--- src/rtl/trace_capture_buffer_if.sv ---
// Handshake bundle between the fetch monitor, the trace capture buffer and the trace export port.
// The buffer uses the slave view, and the driving environment uses the master view.
interface trace_capture_buffer_if #(
    parameter int ADDR_WIDTH = 32,
    parameter int DATA_WIDTH = 32,
    parameter int TS_WIDTH   = 32
);
    logic                  in_valid;
    logic [ADDR_WIDTH-1:0] in_addr;
    logic [DATA_WIDTH-1:0] in_data;
    logic                  out_valid;
    logic                  out_ready;
    logic [TS_WIDTH-1:0]   out_ts;
    logic [ADDR_WIDTH-1:0] out_addr;
    logic [DATA_WIDTH-1:0] out_data;
    logic                  out_gap;

    modport master (
        output in_valid, in_addr, in_data, out_ready,
        input  out_valid, out_ts, out_addr, out_data, out_gap
    );

    modport slave (
        input  in_valid, in_addr, in_data, out_ready,
        output out_valid, out_ts, out_addr, out_data, out_gap
    );
endinterface

--- src/rtl/trace_capture_buffer.sv ---
// Timestamped circular trace FIFO between the instruction fetch monitor and the trace export port.
// It counts records dropped on overflow and flags the first record stored after any loss.
module trace_capture_buffer #(
    parameter int ADDR_WIDTH = 32,
    parameter int DATA_WIDTH = 32,
    parameter int TS_WIDTH   = 32,
    parameter int DEPTH      = 16,
    parameter int DROP_WIDTH = 16
) (
    input  logic                   clk,
    input  logic                   rst,
    input  logic                   capture_en,
    input  logic                   flush,
    trace_capture_buffer_if.slave  bus,
    output logic [$clog2(DEPTH):0] level,
    output logic                   full,
    output logic [DROP_WIDTH-1:0]  drop_count
);
    localparam int PW = $clog2(DEPTH);
    localparam int LW = PW + 1;

    typedef enum logic {EMPTY, NONEMPTY} state_t;

    typedef struct packed {
        logic [TS_WIDTH-1:0]   ts;
        logic [ADDR_WIDTH-1:0] addr;
        logic [DATA_WIDTH-1:0] data;
        logic                  gap;
    } entry_t;

    entry_t                mem_q [DEPTH];
    entry_t                head;
    state_t                state_q;
    logic [TS_WIDTH-1:0]   ts_q;
    logic [PW-1:0]         wr_ptr_q, wr_ptr_d;
    logic [PW-1:0]         rd_ptr_q, rd_ptr_d;
    logic [LW-1:0]         level_q, level_d;
    logic [DROP_WIDTH-1:0] drop_q, drop_d;
    logic                  gap_q, gap_d;
    logic                  push, pop, accept, drop;

    assign full   = (level_q == LW'(DEPTH));
    assign push   = bus.in_valid & capture_en & ~flush;
    assign pop    = (state_q == NONEMPTY) & bus.out_ready;
    assign accept = push & (~full | pop);
    assign drop   = push & full & ~pop;

    // A flush overrides any same-cycle push or pop, and it counts as a loss when it discards records.
    always_comb begin
        wr_ptr_d = wr_ptr_q;
        rd_ptr_d = rd_ptr_q;
        level_d  = level_q;
        drop_d   = drop_q;
        gap_d    = gap_q;
        if (flush) begin
            wr_ptr_d = '0;
            rd_ptr_d = '0;
            level_d  = '0;
            if (level_q != '0) gap_d = 1'b1;
        end else begin
            if (accept) begin
                wr_ptr_d = wr_ptr_q + PW'(1);
                gap_d    = 1'b0;
            end
            if (pop) rd_ptr_d = rd_ptr_q + PW'(1);
            if (accept && !pop)      level_d = level_q + LW'(1);
            else if (pop && !accept) level_d = level_q - LW'(1);
            if (drop) begin
                gap_d = 1'b1;
                if (drop_q != '1) drop_d = drop_q + DROP_WIDTH'(1);
            end
        end
    end

    always_ff @(posedge clk) begin
        if (rst) begin
            state_q  <= EMPTY;
            ts_q     <= '0;
            wr_ptr_q <= '0;
            rd_ptr_q <= '0;
            level_q  <= '0;
            drop_q   <= '0;
            gap_q    <= 1'b0;
        end else begin
            ts_q     <= ts_q + TS_WIDTH'(1);
            wr_ptr_q <= wr_ptr_d;
            rd_ptr_q <= rd_ptr_d;
            level_q  <= level_d;
            drop_q   <= drop_d;
            gap_q    <= gap_d;
            case (state_q)
                EMPTY:    if (accept) state_q <= NONEMPTY;
                NONEMPTY: if (flush || (pop && !accept && level_q == LW'(1))) state_q <= EMPTY;
                default:  state_q <= EMPTY;
            endcase
        end
    end

    always_ff @(posedge clk) begin
        if (!rst && accept) mem_q[wr_ptr_q] <= '{ts: ts_q, addr: bus.in_addr, data: bus.in_data, gap: gap_q};
    end

    // Storage is not reset, so the head is masked while empty to keep the export fields at zero.
    assign head          = (state_q == NONEMPTY) ? mem_q[rd_ptr_q] : '0;
    assign bus.out_valid = (state_q == NONEMPTY);
    assign bus.out_ts    = head.ts;
    assign bus.out_addr  = head.addr;
    assign bus.out_data  = head.data;
    assign bus.out_gap   = head.gap;
    assign level         = level_q;
    assign drop_count    = drop_q;
endmodule
--- src/flat_wrapper.sv ---
// flat-port wrapper written by rule: the top's interface ports become plain ports
module trace_capture_buffer_flat 
#(
    parameter int ADDR_WIDTH = 32,
    parameter int DATA_WIDTH = 32,
    parameter int TS_WIDTH   = 32,
    parameter int DEPTH      = 16,
    parameter int DROP_WIDTH = 16
)
  (clk, rst, capture_en, flush, level, full, drop_count, bus_in_valid, bus_in_addr, bus_in_data, bus_out_ready, bus_out_valid, bus_out_ts, bus_out_addr, bus_out_data, bus_out_gap);
  trace_capture_buffer_if #(.ADDR_WIDTH(ADDR_WIDTH), .DATA_WIDTH(DATA_WIDTH), .TS_WIDTH(TS_WIDTH)) bus_i ();
  input  logic clk;
  input  logic rst;
  input  logic capture_en;
  input  logic flush;
  output logic [$clog2(DEPTH):0] level;
  output logic full;
  output logic [DROP_WIDTH-1:0] drop_count;
  input wire logic [$bits(bus_i.in_valid)-1:0] bus_in_valid;
  input wire logic [$bits(bus_i.in_addr)-1:0] bus_in_addr;
  input wire logic [$bits(bus_i.in_data)-1:0] bus_in_data;
  input wire logic [$bits(bus_i.out_ready)-1:0] bus_out_ready;
  output wire logic [$bits(bus_i.out_valid)-1:0] bus_out_valid;
  output wire logic [$bits(bus_i.out_ts)-1:0] bus_out_ts;
  output wire logic [$bits(bus_i.out_addr)-1:0] bus_out_addr;
  output wire logic [$bits(bus_i.out_data)-1:0] bus_out_data;
  output wire logic [$bits(bus_i.out_gap)-1:0] bus_out_gap;
  assign bus_i.in_valid = bus_in_valid;
  assign bus_i.in_addr = bus_in_addr;
  assign bus_i.in_data = bus_in_data;
  assign bus_i.out_ready = bus_out_ready;
  assign bus_out_valid = bus_i.out_valid;
  assign bus_out_ts = bus_i.out_ts;
  assign bus_out_addr = bus_i.out_addr;
  assign bus_out_data = bus_i.out_data;
  assign bus_out_gap = bus_i.out_gap;
  trace_capture_buffer #(.ADDR_WIDTH(ADDR_WIDTH), .DATA_WIDTH(DATA_WIDTH), .TS_WIDTH(TS_WIDTH), .DEPTH(DEPTH), .DROP_WIDTH(DROP_WIDTH)) u_core (.clk(clk), .rst(rst), .capture_en(capture_en), .flush(flush), .bus(bus_i), .level(level), .full(full), .drop_count(drop_count));
endmodule
--- config.mk ---
export PLATFORM = sky130hd
export DESIGN_NAME = trace_capture_buffer_flat
export DESIGN_NICKNAME = d
export VERILOG_FILES = /design/src/rtl/trace_capture_buffer_if.sv /design/src/rtl/trace_capture_buffer.sv /design/src/flat_wrapper.sv
export SDC_FILE = /design/constraint.sdc
export NUM_CORES = 1
export LEC_CHECK = 0
export CELL_PAD_IN_SITES_DETAIL_PLACEMENT = 1
export CELL_PAD_IN_SITES_GLOBAL_PLACEMENT = 2
export CORE_MARGIN = 2
export CORE_UTILIZATION = 35
export DETAILED_ROUTE_END_ITERATION = 10
export MAX_ROUTING_LAYER = met4
export PLACE_DENSITY = 0.66
export SYNTH_ARGS = -nofsm -noshare
export SYNTH_HDL_FRONTEND = slang
export SYNTH_SLANG_ARGS = --single-unit
export TNS_END_PERCENT = 30
--- constraint.sdc ---
create_clock -name clk -period 10.9 [get_ports clk]
set_input_delay 1.09 -clock clk [delete_from_list [all_inputs] [get_ports clk]]
set_output_delay 1.09 -clock clk [all_outputs]
set_load 0.01 [all_outputs]
* Yosys cells after proc, flatten, opt, wreduce, memory -nomap -nowiden
Memory sizes are Yosys's and may differ from the RTL's. A register that Yosys moved wholly into a read port is not among the register bits.
Cells that the tools add are included.
** Word-level totals
- Memory bits (writable) :: 1552
- Memory bits (read-only) :: 0
- Flip-flop bits (word level) :: 63
- Bits in latches :: 0
- Memories :: 1
** Cells by class
- Add/subtract/negate cells :: 6
- Multiply operators :: 0
- Shifts and indexed selects :: 0
- Equality and inequality tests :: 4
- Magnitude comparators :: 0
- Bitwise logic cells :: 11
- Mux-type cells :: 14
- Div/mod/pow operators :: 0
- Reductions and logical operators :: 14
** Memories
- u_core.mem_q :: words 16, width 97, read ports 1, clocked after Yosys merged registers in 1, write ports 1, line trace_capture_buffer.sv:31 : entry_t mem_q [DEPTH];
** Operator list (number)
- two-way mux 97 bit :: 1
- adder 32 x 1 -> 32 bit, second input constant :: 1
- adder 16 x 1 -> 16 bit, second input constant :: 1
- inequality test 16 bit, second input constant :: 1
- two-way mux 5 bit :: 2
- adder 4 x 1 -> 4 bit, second input constant :: 2
- two-way mux 1 bit :: 8
- two-way mux 4 bit :: 2
- AND 1 bit :: 6
- adder 5 x 1 -> 5 bit, second input constant :: 1
- equality test 5 x 1 -> 1 bit, second input constant :: 1
- equality test 5 bit, second input constant :: 1
- nonzero test 5 bit :: 1
- subtractor 5 x 1 -> 5 bit, second input constant :: 1
- logical AND 1 bit :: 4
- NOT 1 bit :: 4
- zero test 1 bit :: 3
- AND reduction 3 bit :: 1
- nonzero test 3 bit :: 1
- inequality test 2 x 1 -> 1 bit, second input constant :: 1
- one-hot mux 1 bit (2 select lines) :: 1
- AND reduction 2 bit :: 1
- nonzero test 2 bit :: 1
- OR reduction 2 bit :: 1
- other kinds (2) :: 2

* Depth between registers and ports, before layout
Gate-level depths: netlist of the first run.
- Word-level depth :: 10
- Mapped depth :: 9
- Gate-level depth less buffers :: 7

* Least setup slack after synthesis of the first run
OpenSTA, ideal clock, no wires.
- Path kind :: in2reg
- Start point :: input port flush
- End point :: memory u_core.mem_q[0][0] (netlist bit), enable pin
- Data arrival time :: 8.573 ns
- Setup slack :: 1.656 ns
- Setup time :: 0.671 ns
- Stages on the path :: 5
- Data required time :: 10.229 ns
- Buffers on the path :: 0
- Cells stage by stage :: nand3b_1 a21oi_1 and2b_1 nand2_1 nor3_1
** Between the ends
- Cells in the longest elaborated chain, start to end :: 6
** Ends and longest elaborated chain
- from (decl) :: line flat_wrapper.sv:15 : input logic flush;
- NOT 1 bit :: line trace_capture_buffer.sv:43 : assign push = bus.in_valid & capture_en & ~flush;
- AND 1 bit :: line trace_capture_buffer.sv:43
- AND 1 bit :: line trace_capture_buffer.sv:45 : assign accept = push & (~full | pop);
- logical AND 1 bit :: line trace_capture_buffer.sv:100 : if (!rst && accept) mem_q[wr_ptr_q] <= '{ts: ts_q, addr: bus.in_addr, data: bus.in_data, gap: gap_q};
- two-way mux 1 bit :: line trace_capture_buffer.sv:100
- two-way mux 1 bit (not written as such) :: line trace_capture_buffer.sv:100
- to (decl) :: line trace_capture_buffer.sv:31
Every way passes these cells.

==> reports/results.tsv, run 1 <==
stage	metric	value	unit
status	outcome	finished, final reports clean	
setup_path	crit-path max FO	98	
final_layout	fin nets	3328	
drt	DR WL met2	78.1	mm
drt	drt via density	5.27	
floorplanning	total die area	180000	um^2
clock_network	# H-tree levels	4	
drt	wire length on met3	6.43	mm
final_layout	Design Area, Final	72100	um^2
sta	Tmin final	5.95	ns
final_layout	commonest cells after routing, fill and taps aside	1,552 x edfxtp_1, 315 x mux4_2, 188 x clkdlybuf4s50_1	
drt	initial drt markers	2289	
flow_run	Max-Cap Viols	0	
clock_network	buffer count from post-CTS setup fixing	0	
floorplanning	Core Box Area	176000	um^2
final_layout	post-layout util	41.0	%
power	P per Cell Area	176	nW/um^2
yosys	mux contribution to synthesized area	14.0	%
floorplanning	chip width	424	um
drt	1st-pass router iterations	5	
power	leakage	0.0220	uW
yosys	async set-or-reset flop fraction in the synthesized netlist	0	%
final_layout	P&R area growth vs syn	16.7	%
power	PnR Total Power	12700	uW
placement	Routability Congestion	0.716	
yosys	Synth Cell Area	61800	um^2
drt	Metal-1 WL	68.6	mm
floorplanning	DIE HEIGHT	424	um
sta	Max Freq	0.168	GHz
setup_path	CP Data Arrival Time	4.86	ns
setup_path	CP endpoint kind	output pin	
yosys	Most used DFF post-synth	edfxtp_1	
sta	Setup TNS	0	ns
yosys	Synth Area in XOR/XNOR	0.666	%
placement	Placed Area	66600	um^2
power	maximum VDD drop	162	uV
grt	initial antenna violation count	10	
final_layout	most common cell after layout, fill and taps aside	edfxtp_1	
sta	relative slew slack	19.2	%
placement	HPWL after DPL	77.8	mm
grt	first-pass GRT wire length	230	mm
drt	Routed Antenna Nets	0	
grt	all-layer global routing usage	18.0	%
yosys	Seq cells post-synth	1619	
final_layout	Layout Cells excl Fill	5737	
clock_network	CTS root buf	clkbuf_16	
yosys	EDFF count, synth	1552	
setup_path	Worst Setup Path Type	register to output pin	
sta	Final Cycle Share	54.6	%
yosys	Synth Warn #	0	
floorplanning	I/O pin cnt	190	
clock_network	Clock Path Buffers	3	
clock_network	post_cts resized	0	
yosys	Synthesized Nets	3077	
yosys	Post-Synth Simple-Gate Area	2.55	%
drt	highest routed layer	met4	
grt	vias in the first global route	32715	
hold_path	Hold Crit Class	register to register	
sta	Layout Skew	0.0294	ns
yosys	sequential area share after synthesis	77.6	%
yosys	Syn Area/Cell	20.6	um^2
sta	Final Hold Viols	0	
yosys	Synth Area in Adders	0.223	%
yosys	Cells after Synth	2996	
sta	Final setup viols	0	
sta	Worst Max-Slew Pin Slew	1.21	ns
yosys	Compound-Gate Fraction of Synth Area	3.79	%
drt	drc violations	0	
clock_network	CTS sink cnt	1619	
sta	max-slew violations	0	
clock_network	worst-skew pair later-pin latency	0.82	ns
drt	Routed WL	157	mm
grt	largest net degree at the start of global routing	147	
sta	RSZ-0062 raised after global routing	false	
clock_network	CTS tree	yes	
clock_network	TritonCTS buffer count	171	
final_layout	layout cell share with drive strength beyond 1	20.4	%
setup_path	Crit path required time	9.81	ns
clock_network	CTS Hold Bufs	0	
placement	IO Port Bufs	189	
floorplanning	FP Rows	154	
yosys	largest family of logic cells by synthesized area	multiplexers	
yosys	library cells used by synthesis	50	
clock_network	clock-pin slew on the worst setup and hold paths	0.06	ns
drt	routed len/inst	27.3	um
setup_path	startpoint types	register	
floorplanning	initial core utilization	35.2	%
grt	Congestion Overflow GR	0	
drt	via count	30210	
placement	placed cell count	5414	
==> cell families after synthesis <==
| kind of cell | count (synthesis) |
|---|---|
| flops | 1619 |
| mux | 463 |
| compound gates | 345 |
| simple gates | 337 |
| buf+inv | 174 |
| xor+xnor | 47 |
| fa+ha+maj | 11 |
==> layer usage <==
metal	GRT usage, %	vias up
li1	-	12934
met1	23.5	16387
met2	29.4	678
met3	2.83	211
met4	5.07	0
met5	-	-
==> cells in the mapped netlist, types with 2 or more instances <==
cell type,instances,share of area [%]
inv_1,8,0.049
a32oi_1,13,0.18
or3_1,6,0.061
and3_1,10,0.10
o211ai_1,66,0.80
buf_2,48,0.39
nand2_1,128,0.78
nor2_1,96,0.58
and2_1,5,0.051
a211oi_1,14,0.17
and4_1,9,0.13
o31ai_1,2,0.024
buf_4,15,0.18
nand2b_1,20,0.20
o21ai_0,51,0.41
nand4_1,16,0.16
o32ai_1,2,0.028
dfxtp_1,67,2.2
ha_1,11,0.22
xnor2_1,10,0.14
nor2b_1,15,0.15
a22o_1,13,0.18
mux4_2,315,11
a21oi_1,67,0.54
a22oi_1,108,1.3
edfxtp_1,1552,75
or4_1,2,0.024
clkbuf_1,94,0.57
o2111ai_1,4,0.057
buf_1,7,0.043
nor3_1,5,0.040
mux2i_1,105,1.7
nand3_1,17,0.14
xor2_1,37,0.52
mux2_2,43,0.78
==> final cells by class <==
class,count,area [um^2]
multi-input cells,1203,13300
clock inverters,99,918
clock buffers,219,4600
diodes,5,12.5
repair buffers,243,2420
fillers,16686,104000
inverters,9,33.8
flip-flops and latches,1619,48000
well taps,2340,2930
==> sequential cells by signal, summed over array words and instances, names as in the netlist, named ones only <==
name,cells
u_core.mem_q,1552
u_core.ts_q,32
u_core.drop_count,16
u_core.level,5
u_core.rd_ptr_q,4
u_core.wr_ptr_q,4
u_core.bus.out_valid,1
u_core.gap_q,1
==> worst max-delay path, stage by stage, from the launching register on <==
cell and delay, ns:
dfxtp_4 0.83, buf_12 0.63, buf_4 0.81, mux4_2 0.60, a22oi_1 0.21, nand2_1 0.18
clkdlybuf4s50_1 0.52
==> power by group <==
group          leakage, uW  internal [uW]  switching, uW  total, uW
sequential          0.0146           6790           11.2       6800
clock              0.00269           3290           2440       5720
combinational      0.00464           66.4            110        176
total               0.0220          10100           2560      12700
==> per-stage QoR <==
| stage | setup slack [ns] | hold WS [ns] |
|---|---|---|
| after global placement | 5.57 | 0.480 |
| after detailed placement | 5.51 | 0.499 |
| after floorplan | 1.66 | 0.468 |
| after global routing | 4.58 | 0.543 |
| after CTS | 4.75 | 0.508 |
| final | 4.95 | 0.507 |
==> worst paths after layout <==
path                    startpoint                     to  slack [ns]  cells after the start
max                       register        bus_out_data[5]        4.95                      6
max reg2reg   u_core.bus.out_valid    u_core.mem_q[9][57]        6.39                      8
min reg2reg  u_core.drop_count[14]  u_core.drop_count[14]        0.51                      2
min          u_core.drop_count[14]  u_core.drop_count[14]        0.51                      2
Note: power is estimated with default switching activity, not from simulation.
==> run 2, diff against run 1 <==
- PLACE_DENSITY: 0.66 -> 0.69
- clock period: 10.9 -> 5.4 ns (I/O delays scaled with it)
==> reports/results.tsv, run 2 (synthesized netlist as in run 1, its figures left out) <==
stage	metric	value	unit
floorplanning	initial core utilization	35.2	%
floorplanning	DIE HEIGHT	424	um
setup_path	Crit path required time	4.86	ns
drt	1st-pass router iterations	5	
sta	Worst Max-Slew Pin Slew	1.27	ns
final_layout	most common cell after layout, fill and taps aside	edfxtp_1	
sta	Max Freq	0.221	GHz
drt	via count	30217	
power	leakage	0.0222	uW
grt	largest net degree at the start of global routing	144	
final_layout	Top reg by flops	u_core.mem_q	
drt	Routed WL	156	mm
drt	drt via density	5.25	
final_layout	Layout Cells excl Fill	5759	
sta	Layout Skew	0.0276	ns
hold_path	Hold Crit Class	input port to register	
sta	max-slew violations	0	
drt	routed len/inst	27.0	um
floorplanning	Core Box Area	176000	um^2
setup_path	Worst Reg2Reg Path Length in Cells	8	
hold_path	Hold Path Cell Cnt	3	
sta	Tmin final	4.52	ns
drt	wire length on met3	6.08	mm
final_layout	P&R area growth vs syn	17.7	%
setup_path	Worst Setup Path Type	register to output pin	
power	maximum VDD drop	315	uV
setup_path	crit-path max FO	29	
status	outcome	finished, final reports clean	
drt	Metal-1 WL	65.6	mm
sta	hold_ws	0.379	ns
setup_path	CP Data Arrival Time	3.98	ns
drt	highest routed layer	met4	
grt	initial antenna violation count	5	
floorplanning	FP Rows	154	
clock_network	# H-tree levels	4	
clock_network	post_cts resized	0	
final_layout	fill count	16612	
floorplanning	chip width	424	um
grt	Congestion Overflow GR	0	
sta	Final Hold Viols	0	
setup_path	startpoint types	register	
placement	IO Port Bufs	189	
final_layout	max FFs per register	1552	
sta	relative slew slack	15.2	%
sta	Final Cycle Share	83.7	%
final_layout	layout cell share with drive strength beyond 1	21.0	%
drt	initial drt markers	2302	
setup_path	CP endpoint kind	output pin	
clock_network	CTS root buf	clkbuf_16	
sta	Final setup viols	0	
power	P per Cell Area	355	nW/um^2
placement	placed cell count	5446	
grt	all-layer global routing usage	17.9	%
sta	RSZ-0062 raised after global routing	false	
clock_network	worst-skew pair later-pin latency	0.81	ns
drt	Routed Antenna Nets	0	
final_layout	fin nets	3359	
clock_network	CTS tree	yes	
floorplanning	I/O pin cnt	190	
floorplanning	total die area	180000	um^2
flow_run	Max-Cap Viols	0	
grt	first-pass GRT wire length	229	mm
clock_network	Clock Path Buffers	3	
clock_network	clock-pin slew on the worst setup and hold paths	0.06	ns
drt	DR WL met2	79.8	mm
clock_network	CTS sink cnt	1619	
placement	Routability Congestion	0.720	
clock_network	TritonCTS buffer count	170	
grt	vias in the first global route	32929	
clock_network	CTS Hold Bufs	0	
drt	drc violations	0	
final_layout	post-layout util	41.4	%
final_layout	commonest cells after routing, fill and taps aside	1,552 x edfxtp_1, 315 x mux4_2, 188 x clkdlybuf4s50_1	
clock_network	buffer count from post-CTS setup fixing	0	
placement	HPWL after DPL	83.3	mm
## run 2: final timing paths
kind                              start               endpoint  slack [ns]
setup / recovery               register          bus_out_ts[2]        0.88
hold / removal                      rst           u_core.gap_q        0.38
setup reg to reg        u_core.level[1]    u_core.mem_q[0][57]        1.87
hold reg to reg   u_core.drop_count[14]  u_core.drop_count[14]        0.51
## run 2: where the power goes
group,switching [uW],internal [uW]
Combinational,231,139
Sequential,20.8,13700
Clock,4900,6840
## run 2: stage by stage
stage	area (um^2)	setup TNS [ns]	power, uW	setup slack (ns)
after floorplan	61800	-1331.50	14100	-0.961
after global placement	67100	0	14400	1.48
after detailed placement	67100	0	14400	1.47
after CTS	72700	0	26100	0.732
after global routing	72700	0	26600	0.616
final	72700	0	25800	0.881
## run 2: critical path, stage by stage (launching register included)
cell and delay, ns:
dfxtp_4 0.71, buf_4 0.45, buf_4 0.42, mux4_2 0.56
a22oi_1 0.20, nand2_1 0.20, clkdlybuf4s50_1 0.53
## run 2: routing by layer
| layer | vias to the layer above | GRT usage [%] |
|---|---|---|
| met2 | 678 | 29.9 |
| met4 | 0 | 5.36 |
| li1 | 12990 | - |
| met3 | 226 | 2.63 |
| met1 | 16323 | 22.7 |
| met5 | - | - |
## run 2: final cells by class
type | instances | area, um^2 | area share (%)
Sequential cell | 1619 | 48000 | 65.9
Multi-Input combinational cell | 1203 | 13300 | 18.2
Clock buffer | 213 | 4580 | 6.30
Timing Repair Buffer | 275 | 2960 | 4.07
Tap cell | 2340 | 2930 | 4.03
Clock inverter | 98 | 1010 | 1.38
Inverter | 9 | 33.8 | 0.0464
Antenna cell | 2 | 5.00 | 0.00688
